**config.mk**
```make
export PLATFORM = sky130hd
export DESIGN_NAME = unified_mem_arbiter
export DESIGN_NICKNAME = d
export VERILOG_FILES = /design/src/rtl/pipe_pkg.sv /design/src/rtl/store_lane_gen.sv /design/src/rtl/unified_mem_arbiter.sv
export SDC_FILE = /design/constraint.sdc
export NUM_CORES = 1
export LEC_CHECK = 0
export BUFFER_PORTS_ARGS = -buffer_cell sky130_fd_sc_hd__buf_2
export CORE_ASPECT_RATIO = 1.4
export CORE_UTILIZATION = 50
export CTS_BUF_LIST = sky130_fd_sc_hd__clkbuf_2
export DETAILED_ROUTE_END_ITERATION = 7
export PLACE_DENSITY = 0.83
export SYNTH_ARGS = -nofsm -noshare
export SYNTH_HDL_FRONTEND = slang
export SYNTH_SLANG_ARGS = --single-unit
```
**constraint.sdc**
```tcl
create_clock -name clk -period 8.53 [get_ports clk]
set_input_delay 1.706 -clock clk [delete_from_list [all_inputs] [get_ports clk]]
set_output_delay 1.706 -clock clk [all_outputs]
set_load 0.01 [all_outputs]
```
**src/rtl/pipe_pkg.sv**
```systemverilog
// Shared types and constants for the unified instruction/data memory arbiter.
// Holds the FSM encoding, byte-enable constants and the bus command record.
package pipe_pkg;

   localparam int NUM_LANES = 4;
   localparam int VEC_W     = 8;

   typedef enum logic [1:0] {
      IDLE    = 2'd0,
      D_BUSY  = 2'd1,
      IF_BUSY = 2'd2
   } arb_state_t;

   localparam logic [3:0] BE_WORD    = 4'b1111;
   localparam logic [3:0] BE_HI_HALF = 4'b1100;
   localparam logic [3:0] BE_LO_HALF = 4'b0011;

   typedef struct packed {
      logic [31:0] addr;
      logic        wr;
      logic [31:0] wdata;
      logic [3:0]  be;
   } mem_cmd_t;

   // Bytes are never misaligned; halfwords need addr[0]=0, words addr[1:0]=0.
   function automatic logic is_misaligned(input logic sb, input logic sh, input logic [1:0] lo);
      return !sb && (sh ? lo[0] : (lo != 2'b00));
   endfunction

endpackage

```
**src/rtl/store_lane_gen.sv**
```systemverilog
// Store lane steering: per-byte-lane enable and write data replication
// for byte, halfword and word stores on a big-endian 32-bit bus.
module store_lane_gen
   import pipe_pkg::*;
(
   input  logic                            wr,
   input  logic                            sb,
   input  logic                            sh,
   input  logic [1:0]                      addr_lo,
   input  logic [NUM_LANES*VEC_W-1:0]      wdata,
   output logic [NUM_LANES-1:0]            be,
   output logic [NUM_LANES-1:0][VEC_W-1:0] wdata_lane
);

   for (genvar i = 0; i < NUM_LANES; i++) begin : g_lane
      // Lane 3 carries the lowest byte address.
      localparam logic [1:0] LANE_OFS = 2'(NUM_LANES - 1 - i);

      assign be[i] = !wr ? 1'b1 :
                     sb  ? (addr_lo == LANE_OFS) :
                     sh  ? (addr_lo[1] ? BE_LO_HALF[i] : BE_HI_HALF[i]) :
                           1'b1;

      assign wdata_lane[i] = (wr && sb) ? wdata[VEC_W-1:0] :
                             (wr && sh) ? wdata[VEC_W*(i%2) +: VEC_W] :
                                          wdata[VEC_W*i +: VEC_W];
   end

endmodule

```
**src/rtl/unified_mem_arbiter.sv**
```systemverilog
// Arbitrates instruction fetch and data accesses onto one memory port.
// Data wins over fetch; the pipeline is frozen until every held request is served.
module unified_mem_arbiter
   import pipe_pkg::*;
#(
   parameter bit MISALIGN_CHECK = 1'b1
) (
   input  logic        clk,
   input  logic        reset,
   input  logic        if_req,
   input  logic [31:0] if_addr,
   output logic [31:0] if_rdata,
   output logic        if_valid,
   input  logic        d_req,
   input  logic        d_wr,
   input  logic [31:0] d_addr,
   input  logic [31:0] d_wdata,
   input  logic        d_sb,
   input  logic        d_sh,
   output logic [31:0] d_rdata,
   output logic        d_valid,
   output logic        d_misalign,
   output logic        stall,
   output logic        mem_req,
   output logic [31:0] mem_addr,
   output logic        mem_wr,
   output logic [31:0] mem_wdata,
   output logic [3:0]  mem_be,
   input  logic        mem_ack,
   input  logic [31:0] mem_rdata
);

   logic       rst_meta, rst_n;
   arb_state_t state, state_nxt;
   mem_cmd_t   cmd, cmd_nxt, d_cmd, if_cmd;
   logic       d_done, if_done;
   logic       d_pend, if_pend, d_mis;
   logic       d_drop, if_drop, d_keep, if_keep;
   logic [3:0]  d_be;
   logic [31:0] d_wdata_lane;

   // Assert asynchronously, release two edges later so the first cycle is quiet.
   always_ff @(posedge clk or negedge reset) begin
      if (!reset) begin
         rst_meta <= 1'b0;
         rst_n    <= 1'b0;
      end else begin
         rst_meta <= 1'b1;
         rst_n    <= rst_meta;
      end
   end

   store_lane_gen u_lanes (
      .wr         (d_wr),
      .sb         (d_sb),
      .sh         (d_sh),
      .addr_lo    (d_addr[1:0]),
      .wdata      (d_wdata),
      .be         (d_be),
      .wdata_lane (d_wdata_lane)
   );

   assign d_pend  = d_req & ~d_done;
   assign if_pend = if_req & ~if_done;
   assign stall   = d_pend | if_pend;
   assign d_mis   = MISALIGN_CHECK && is_misaligned(d_sb, d_sh, d_addr[1:0]);

   // A request withdrawn while in flight is still completed on the bus, but discarded.
   assign d_keep  = d_req & ~d_drop;
   assign if_keep = if_req & ~if_drop;

   assign d_cmd  = '{addr: d_addr & 32'hFFFF_FFFC, wr: d_wr, wdata: d_wdata_lane, be: d_be};
   assign if_cmd = '{addr: if_addr & 32'hFFFF_FFFC, wr: 1'b0, wdata: 32'h0, be: BE_WORD};

   always_comb begin
      state_nxt = state;
      cmd_nxt   = cmd;
      case (state)
         IDLE: begin
            if (d_pend) begin
               if (!d_mis) begin
                  state_nxt = D_BUSY;
                  cmd_nxt   = d_cmd;
               end
            end else if (if_pend) begin
               state_nxt = IF_BUSY;
               cmd_nxt   = if_cmd;
            end
         end
         D_BUSY: begin
            if (mem_ack) begin
               if (if_pend) begin
                  state_nxt = IF_BUSY;
                  cmd_nxt   = if_cmd;
               end else begin
                  state_nxt = IDLE;
               end
            end
         end
         IF_BUSY: begin
            if (mem_ack) begin
               if (d_pend && !d_mis) begin
                  state_nxt = D_BUSY;
                  cmd_nxt   = d_cmd;
               end else begin
                  state_nxt = IDLE;
               end
            end
         end
         default: state_nxt = IDLE;
      endcase
   end

   always_ff @(posedge clk or negedge rst_n) begin
      if (!rst_n) begin
         state      <= IDLE;
         cmd        <= '0;
         d_done     <= 1'b0;
         if_done    <= 1'b0;
         d_misalign <= 1'b0;
         d_rdata    <= '0;
         if_rdata   <= '0;
         d_drop     <= 1'b0;
         if_drop    <= 1'b0;
      end else begin
         state   <= state_nxt;
         cmd     <= cmd_nxt;
         d_drop  <= (state == D_BUSY) && !mem_ack && (d_drop || !d_req);
         if_drop <= (state == IF_BUSY) && !mem_ack && (if_drop || !if_req);
         if (!stall) begin
            d_done     <= 1'b0;
            if_done    <= 1'b0;
            d_misalign <= 1'b0;
         end else begin
            if (state == IDLE && d_pend && d_mis) begin
               d_done     <= 1'b1;
               d_misalign <= 1'b1;
               d_rdata    <= '0;
            end
            if (state == D_BUSY && mem_ack && d_keep) begin
               d_done  <= 1'b1;
               d_rdata <= cmd.wr ? 32'h0 : mem_rdata;
            end
            if (state == IF_BUSY && mem_ack && if_keep) begin
               if_done  <= 1'b1;
               if_rdata <= mem_rdata;
            end
         end
      end
   end

   assign mem_req   = (state != IDLE);
   assign mem_addr  = cmd.addr;
   assign mem_wr    = cmd.wr;
   assign mem_wdata = cmd.wdata;
   assign mem_be    = cmd.be;
   assign d_valid   = d_done;
   assign if_valid  = if_done;

endmodule

```
==> summary.md, run 1 <==
| Metric | Value |
|---|---|
| Synthesized Nets | `649` |
| Die ar. | `13300 um2` |
| Synth area leader | `dfrtp_1` |
| Max Cap Viol | `0` |
| Maximum vdd ir drop | `0.177 mV` |
| Cts repair resizes | `0` |
| Post-synth ARST share | `1.00` |
| Fin crit share | `0.481` |
| Setup Crit Path Kind | `in2out` |
| Startpoint types | `primary input` |
| Cell Area, Synth | `6430 um2` |
| Largest net degree at the start of global routing | `77` |
| Post-Route WL | `16500 um` |
| Failing checks | `design-rule violations` |
| Dpl ws | `4.42 ns` |
| Post-synthesis sequential area ratio | `0.553` |
| Clk_lat worst skew | `0.67 ns` |
| Hold_buf cts | `0` |
| Layout Nets | `904` |
| Final HPWL DP | `11700 um` |
| Req. time, crit path | `6.82 ns` |
| Leakage | `4.10 nW` |
| Worst-path clk slew | `0.20 ns` |
| CTS Sinks | `142` |
| Reg2Reg Capture Point | `mem_wdata[3]` |
| Initial Util | `0.517` |
| Crit path top cell by count | `buf_2` |
| Fin util | `0.639` |
| Synth top area share | `0.553` |
| Synthesized flop and latch total | `142` |
| Reg2reg setup slack | `5.71 ns` |
| Final setup vio count | `0` |
| Final setup TNS | `0 ns` |
| CTS tree | `done` |
| Post-DR wirelength/cell | `17.7 um` |
| RSZ-0062 raised after global routing | `false` |
| Commonest non-fill, non-tap cells in the layout | `271 x buf_2, 141 x dfrtp_1, 72 x nand2_1` |
| Final setup margin | `4.43 ns` |
| Remaining DRCs | `34` |
| Detailed Route Iter0 Violations | `249` |
| Slew margin rel. | `0.136` |
| RR Startpoint | `state[0]` |
| CP Capture Type | `output pin` |
| Total GRT Usage | `0.249` |
| Dominant synthesized flop cell | `dfrtp_1` |
| Core Region | `12400 um2` |
| Clock period minus worst slack | `4.10 ns` |
| Yosys warns | `0` |
| Root buf cell | `clkbuf_2` |
| Total power | `2.56 mW` |
| Final Skew | `0.0540 ns` |
| DR vias | `5185` |
| CP max stage delay | `0.27 ns` |
| Status | `finished, violations left` |
| DIE HEIGHT | `136 um` |
| Power density cells | `322 nW/um2` |
| Core Rows | `48` |
| Die X | `97.9 um` |
| IO Count | `274` |
| F_max | `0.244 GHz` |
| # Post-CTS Setup Buffers | `0` |
| First-pass GRT wire length | `26200 um` |
| Reg2Reg Depth | `6` |
| Fillers | `988` |
| Vias per cell | `5.58` |
| Synth unique cells | `44` |
| Least-Margin Pin Slew | `1.29 ns` |
| Layout cells sized above 1 | `0.483` |
| First-pass DRT Iterations | `8` |
| Post-synth EDFFs | `0` |
| Initial antenna violation count | `3` |
| Gpl congestion | `0.827` |
| Vias in the first global route | `5326` |
| Hold_sp | `rst_meta` |
| Slowest cell on crit path | `nor2b_2` |
| CTS max path bufs | `2` |
| Commonest non-fill, non-tap cell in the layout | `buf_2` |
| Final Hold Viols | `0` |
| Cells after Synth | `509` |
| Final Max Tran Viols | `0` |
| Post-route ant nets | `0` |
| CTS buffer count | `17` |
| GRT overflow | `0` |
| P&R area growth vs syn | `23.5%` |
| Worst Hold Class | `reg2reg` |
| Avg Cell Area, Syn | `12.6 um2` |
| Critical Path AT | `2.39 ns` |
| CTS H-tree lvls | `4` |
| Crit path cell chain | `buf_2 -> nor2b_2 -> nor2_4 -> inv_2 -> buf_2` |
| Critical Path Fanout Max | `4` |
| Dominant cells by area after synthesis | `dfrtp_1 55%, o2bb2ai_1 7.9%, mux2_4 6.8%, a22oi_1 4.6%, nand2_1 4.3%` |
| Hold depth | `0` |
| Port Buffers | `271` |
| WHS Endpoint | `rst_n` |
## cells in the mapped netlist (3+ instances only)
cell type,count
a21oi_1,5
a22o_1,17
a22oi_1,39
buf_12,3
buf_2,10
buf_6,17
clkbuf_1,6
dfrtp_1,142
ha_1,4
inv_1,5
mux2_2,4
mux2_4,29
mux2i_1,16
nand2_1,73
nor2_1,5
nor2b_1,4
o21ai_0,10
o21ai_1,11
o21ai_2,20
o2bb2ai_1,58
## through the flow
stage / instance area [um2] / cells / hold slack, ns
floorplan: 6430 / 509 / 0.331
global placement: 7680 / 895 / 0.338
detailed placement: 7680 / 895 / 0.354
CTS: 7930 / 926 / 0.418
global route: 7940 / 929 / 0.418
finish: 7940 / 929 / 0.402
## how the worst max path moves through the flow
stage | startpoint | endpoint | slack [ns] | cells after the start
finish | if_req | stall | 4.43 | 5
global route | if_req | stall | 4.36 | 5
CTS | if_req | stall | 4.43 | 5
detailed placement | if_req | stall | 4.42 | 5
global placement | if_req | stall | 4.44 | 5
floorplan | rst_n | d_drop | 4.28 | 0
## critical path, delay by kind of cell
kind,cells,cell delay [ns]
and+or+nand+nor,2,0.35
buffers and inverters,3,0.34
## flip-flops by register name (all words and copies together), names as in the netlist, 2 cells and up
| name | cells |
|---|---|
| d_rdata | 32 |
| mem_addr | 32 |
| mem_wdata | 32 |
| state | 2 |
| if_rdata | 32 |
| mem_be | 4 |
## kinds of logic (layout without fill, tap and decap cells)
group / Yosys count / count (layout) / share of synthesized area
flip-flops: 142 / 142 / 0.553
multiplexers: 49 / 49 / 0.0996
AO/OA/AOI/OAI: 169 / 169 / 0.210
buffers and inverters: 45 / 312 / 0.0568
other: 1 / 4 / 0.000583
adder cells (fa/ha/maj): 4 / 4 / 0.00778
AND/OR/NAND/NOR: 99 / 99 / 0.0724
## power by group
part           switching, mW  total (mW)  internal, mW  leakage [nW]
registers              0.131        1.03         0.896          1.85
logic                  0.632        1.12         0.487          2.10
clock network          0.246       0.410         0.164         0.151
total                   1.01        2.56          1.55          4.10
## metal layers
| layer | track usage | up-vias | share of wire |
|---|---|---|---|
| met4 | 0.121 | 0 | 0.028 |
| met2 | 0.417 | 222 | 0.52 |
| met1 | 0.304 | 2545 | 0.39 |
| met3 | 0.0591 | 39 | 0.060 |
| met5 | 0 | - | 0 |
| li1 | - | 2379 | - |
## final cells by class
type	instances	area, um2	area share
clock buffers	18	90.1	0.0113
clock inverters	13	164	0.0206
flip-flops and latches	142	3560	0.448
repair buffers	275	1390	0.175
multi-input cells	322	2530	0.318
diodes	3	7.51	0.000945
well taps	150	188	0.0236
inverters	6	22.5	0.00284
Note: power is estimated with default switching activity, not from simulation.
==> inputs of run 2 (changes only) <==
clock period = 4 ns   (was 8.53 ns; I/O delays follow)
==> summary.md, run 2 (synthesis results as in run 1) <==
| Metric | Value |
|---|---|
| Final Skew | `0.0587 ns (+0.00470 ns)` |
| CP Capture Type | `flop` |
| CP max stage delay | `0.70 ns (+0.43 ns)` |
| Initial Util | `0.517 (unchanged)` |
| Layout Nets | `907 (+0.33%)` |
| Commonest non-fill, non-tap cell in the layout | `buf_2` |
| Clk_lat worst skew | `0.66 ns (about the same)` |
| Initial antenna violation count | `2 (-1)` |
| Failing checks | `design-rule violations` |
| Fillers | `1018 (+3.0%)` |
| Die ar. | `13300 um2 (unchanged)` |
| Req. time, crit path | `4.55 ns (-2.27 ns)` |
| Final Max Tran Viols | `0 (unchanged)` |
| Total GRT Usage | `0.242 (-0.00763)` |
| Post-route ant nets | `0 (unchanged)` |
| Final setup vio count | `0 (unchanged)` |
| Setup Crit Path Kind | `reg2reg` |
| First-pass DRT Iterations | `8 (unchanged)` |
| Vias in the first global route | `5262 (-1.2%)` |
| First-pass GRT wire length | `25500 um (-2.4%)` |
| Root buf cell | `clkbuf_2` |
| Final setup TNS | `0 ns (unchanged)` |
| Port Buffers | `271 (unchanged)` |
| Largest net degree at the start of global routing | `75 (-2.6%)` |
| Max Cap Viol | `0 (unchanged)` |
| DIE HEIGHT | `136 um (unchanged)` |
| Remaining DRCs | `34 (unchanged)` |
| GRT overflow | `0 (unchanged)` |
| Commonest non-fill, non-tap cells in the layout | `271 x buf_2, 141 x dfrtp_1, 72 x nand2_1` |
| Power density cells | `676 nW/um2 (+110%)` |
| IO Count | `274 (unchanged)` |
| Critical Path AT | `3.32 ns (+0.93 ns)` |
| CTS H-tree lvls | `4 (unchanged)` |
| Slew margin rel. | `0.171 (+0.0349)` |
| CTS buffer count | `17 (unchanged)` |
| Clock period minus worst slack | `2.78 ns` |
| DR vias | `5131 (-1.0%)` |
| Gpl congestion | `0.819 (-0.98%)` |
| Status | `finished, violations left` |
| Slowest cell on crit path | `nand2_2` |
| RSZ-0062 raised after global routing | `false` |
| Dpl ws | `1.19 ns (-3.24 ns)` |
| Final Hold Viols | `0 (unchanged)` |
| Die X | `97.9 um (unchanged)` |
| CTS tree | `done` |
| P&R area growth vs syn | `24.1%` |
| Least-Margin Pin Slew | `1.24 ns (-0.0521 ns)` |
| Critical Path Fanout Max | `65 (+61)` |
| Post-Route WL | `16200 um (-1.4%)` |
| Core Region | `12400 um2 (unchanged)` |
| Maximum vdd ir drop | `0.374 mV (+110%)` |
| Vias per cell | `5.51 (-1.3%)` |
| Core Rows | `48 (unchanged)` |
| Leakage | `4.11 nW (+0.33%)` |
| Startpoint types | `flop` |
| Worst-path clk slew | `0.21 ns (about the same)` |
| Worst Hold Class | `in2reg` |
| CTS Sinks | `142 (unchanged)` |
| CTS max path bufs | `2 (unchanged)` |
| Final HPWL DP | `11700 um (+0.46%)` |
| Detailed Route Iter0 Violations | `241 (-3.2%)` |
| Fin crit share | `0.694` |
| Final setup margin | `1.22 ns (-3.20 ns)` |
| Post-DR wirelength/cell | `17.4 um (-1.6%)` |
| Layout cells sized above 1 | `0.484 (+0.000706)` |
| F_max | `0.360 GHz` |
| Crit path cell chain | `inv_1 -> ha_1 -> o21ba_2 -> or2_1 -> a21oi_1 -> nand2_2 -> a22o_1` |
## run 2: changes by cell type in the layout (fill, tap and decap cells not counted)
cell | previous run | this run
buf_12 | 0 | 3
buf_4 | 4 | 3
bufinv_16 | 3 | 2
clkinvlp_4 | 2 | 3
diode_2 | 3 | 2
dlygate4sd3_1 | 0 | 1
## run 2: final timing paths
| path | from | end | slack (ns) | depth (start not counted) |
|---|---|---|---|---|
| worst max-delay path | state[0] | mem_wdata[2] | 1.22 | 7 |
| max in group asynchronous | rst_n | mem_addr[13] | 2.71 | 1 |
| worst min register to register | rst_n | mem_wdata[26] | 0.39 | 0 |
| worst min-delay path | mem_rdata[12] | d_rdata[12] | 0.36 | 3 |
| min in group asynchronous | rst_n | mem_wdata[26] | 0.39 | 0 |
| worst max register to register | state[0] | mem_wdata[2] | 1.22 | 7 |
## run 2: critical path, delay by kind of cell, from the launching register on
family	cells	cell delay, ns
AOI/OAI and AO/OA	3	0.92
buffers and inverters	1	0.08
and+or+nand+nor	2	0.92
adders and majority gates	1	0.29
DFF	1	0.45
## run 2: cell type report
type	count	area (um2)	area share
Inverter	6	22.5	0.00282
Sequential cell	142	3560	0.446
Multi-Input combinational cell	322	2530	0.317
Timing Repair Buffer	278	1450	0.182
Clock buffer	18	90.1	0.0113
Antenna cell	2	5.00	0.000627
Clock inverter	13	141	0.0177
Tap cell	150	188	0.0235
## run 2: routing by layer
layer | wire, um | up-vias | share of wire | GRT usage
met5 | 0 | - | 0 | 0
met2 | 8330 | 210 | 0.51 | 0.409
met4 | 399 | 0 | 0.025 | 0.113
met1 | 6540 | 2508 | 0.40 | 0.288
met3 | 964 | 35 | 0.059 | 0.0643
li1 | - | 2378 | - | -
## run 2: timing repair
item                                    CTS  global route
setup buffers                             0             0
endpoints found under the setup margin    0             0
endpoints found under the hold margin     2             0
hold buffers                              1             0
gates resized for setup                   0             0
## run 2: metrics by stage
step | utilization | power (mW) | hold WS (ns) | cells | area [um2]
floorplan | - | 3.88 | 0.331 | 509 | 6430
global placement | 0.622 | 4.50 | 0.338 | 897 | 7730
detailed placement | 0.622 | 4.61 | 0.353 | 897 | 7730
CTS | 0.641 | 5.43 | 0.258 | 929 | 7970
global route | 0.642 | 5.73 | 0.271 | 931 | 7980
finish | 0.642 | 5.39 | 0.360 | 931 | 7980
## run 2: power by group
group	total [mW]	internal [mW]	switching [mW]	leakage (nW)
logic	2.38	1.05	1.34	2.13
registers	2.20	1.91	0.286	1.85
clock network	0.810	0.288	0.522	0.137
==> inputs of run 3 (changes only) <==
CORE_UTILIZATION = 45   (was 50)
PLACE_DENSITY = 0.79   (was 0.83)
clock period = 2.5 ns   (was 4 ns; I/O delays follow)
==> summary.md, run 3 (synthesis results as in run 1) <==
| Metric | Value |
|---|---|
| Status | `finished clean` |
| Die X | `103 um (+5.3%)` |
| Setup crit start | `state[0]` |
| CTS Sinks | `142 (unchanged)` |
| Worst Hold Class | `in2reg` |
| IO Count | `274 (unchanged)` |
| Max Cap Viol | `0 (unchanged)` |
| Worst-path clk slew | `0.20 ns (about the same)` |
| Setup Crit Path Kind | `reg2out` |
| Commonest non-fill, non-tap cells in the layout | `271 x buf_2, 141 x dfrtp_1, 72 x nand2_1` |
| Total GRT Usage | `0.229 (-0.0129)` |
| CTS buffer count | `17 (unchanged)` |
| Final setup margin | `0.262 ns (-0.962 ns)` |
| Power density cells | `1010 nW/um2 (+50%)` |
| Reg2Reg Depth | `6 (-1)` |
| F_max | `0.447 GHz` |
| DIE HEIGHT | `143 um (+5.3%)` |
| Remaining DRCs | `0 (-100%)` |
| Final HPWL DP | `11300 um (-3.4%)` |
| Fin util | `0.609 (-0.0325)` |
| Least-Margin Pin Slew | `0.729 ns (-0.510 ns)` |
| Vias per cell | `5.23 (-5.1%)` |
| Reg2Reg Capture Point | `mem_wdata[24]` |
| Post-Route WL | `16800 um (+3.3%)` |
| Layout Nets | `956 (+5.4%)` |
| CTS tree | `done` |
| Initial antenna violation count | `0 (-2)` |
| GRT overflow | `0 (unchanged)` |
| GRT met1 Usage | `0.275 (-0.0123)` |
| Initial Util | `0.462 (-0.0550)` |
| Gpl congestion | `0.801 (-2.2%)` |
| Fin crit share | `0.895` |
| Internal | `5.18 mW (+59%)` |
| First-pass DRT Iterations | `4 (-4)` |
| Met3 GRT Util | `0.0696 (+0.00529)` |
| Post-route ant nets | `0 (unchanged)` |
| Final Hold Viols | `0 (unchanged)` |
| Worst setup path endpoint | `mem_req` |
| Slew margin rel. | `0.514 (+0.343)` |
| CTS max path bufs | `2 (unchanged)` |
| RSZ-0062 raised after global routing | `false` |
| Final setup TNS | `0 ns (unchanged)` |
| Cts repair resizes | `0 (unchanged)` |
| Sw Pwr | `3.40 mW (+59%)` |
| Layout cells sized above 1 | `0.454 (-0.0304)` |
| Min Hold Slack | `0.0952 ns (-0.265 ns)` |
| Reg2reg setup slack | `0.39 ns (-0.83 ns)` |
| P&R area growth vs syn | `31.8%` |
| Seq pwr share | `0.405 (-0.003)` |
| Final Max Tran Viols | `0 (unchanged)` |
| Grt met2 use | `0.381 (-0.0278)` |
| Combinational Power Share | `0.459 (+0.017)` |
| Port Buffers | `271 (unchanged)` |
| Post-DR wirelength/cell | `16.5 um (-5.1%)` |
| Critical Path Fanout Max | `4 (-94%)` |
| Total power | `8.58 mW (+59%)` |
| Startpoint types | `flop` |
| Critical Path AT | `1.74 ns (-1.58 ns)` |
| CP Capture Type | `output pin` |
| DR vias | `5303 (+3.4%)` |
| Core Region | `13900 um2 (+12%)` |
| Commonest non-fill, non-tap cell in the layout | `buf_2` |
| Root buf cell | `clkbuf_2` |
| RR Startpoint | `state[0]` |
| First-pass GRT wire length | `25600 um (about the same)` |
| Req. time, crit path | `2.00 ns (-2.55 ns)` |
| Clk_lat worst skew | `0.68 ns (+0.02 ns)` |
| Fillers | `1181 (+16%)` |
| Antenna Cells | `0 (-2)` |
| Clock network fraction of design power | `0.136 (-0.014)` |
| GRT busiest layer | `met2` |
| Die ar. | `14800 um2 (+11%)` |
| Largest net degree at the start of global routing | `66 (-12%)` |
| Detailed Route Iter0 Violations | `157 (-35%)` |
| Core Rows | `51 (+6.3%)` |
| Vias in the first global route | `5166 (-1.8%)` |
| Maximum vdd ir drop | `0.707 mV (+89%)` |
| Final Skew | `0.0271 ns (-0.0317 ns)` |
| Dpl ws | `0.367 ns (-0.819 ns)` |
| Sw Ratio | `0.396 (-0.00124)` |
| Final setup vio count | `0 (unchanged)` |
| CTS H-tree lvls | `4 (unchanged)` |
| Leakage | `4.30 nW (+4.7%)` |
| Clock period minus worst slack | `2.24 ns` |
-- run 3: changes by cell type in the layout (fill, tap and decap cells not counted), sizes merged --
cell	change
clkbuf	+1
bufinv	-1
diode	-2
inv	-1
dlygate4sd3	+46
clkinv	+2
buf	+3
-- run 3: through the flow --
stage,area (um2),std cells
after floorplan,6430,509
after global placement,7810,935
after detailed placement,7810,935
after CTS,8480,1014
after global routing,8480,1014
final,8480,1014
-- run 3: repair_timing --
item | 4_1_cts | 5_1_grt
buffers inserted | 0 | 0
hold buffers | 47 | 0
endpoints found under the hold margin | 81 | 0
-- run 3: worst max-delay path: stages, from the launching register on --
cell     delay, ns
dfrtp_1       0.44
inv_1         0.09
ha_1          0.24
inv_1         0.15
buf_2         0.17
-- run 3: cell type report --
cell class	count	area [um2]	area share
clock buffers	19	95.1	0.0112
clock inverters	13	98.8	0.0117
inverters	6	22.5	0.00266
multi-input cells	322	2530	0.298
flip-flops and latches	142	3560	0.420
well taps	185	231	0.0273
repair buffers	327	1940	0.229
-- run 3: layer usage --
layer / wire length (um) / part of all wire
met5: 0 / 0
met4: 338 / 0.020
met3: 978 / 0.058
met2: 8520 / 0.51
met1: 6930 / 0.41
-- run 3: worst min-delay path by stage --
stage	slack, ns	cells after the start	startpoint	to
2_1_floorplan	0.20	0	reset	rst_meta
3_3_place_gp	0.29	1	reset	rst_meta
3_5_place_dp	0.29	1	reset	rst_meta
4_1_cts	0.001	3	d_wdata[29]	mem_wdata[29]
5_1_grt	0.007	3	d_wdata[18]	mem_wdata[18]
6_report	0.1	3	d_wdata[27]	mem_wdata[27]
-- run 3: power by group through the flow --
stage               clock, mW  sequential [mW]  combinational (mW)
floorplan                   0             3.86                2.35
global placement            0             3.49                3.82
detailed placement          0             3.50                3.92
CTS                      1.22             3.47                3.97
global route             1.32             3.57                4.29
finish                   1.17             3.47                3.94
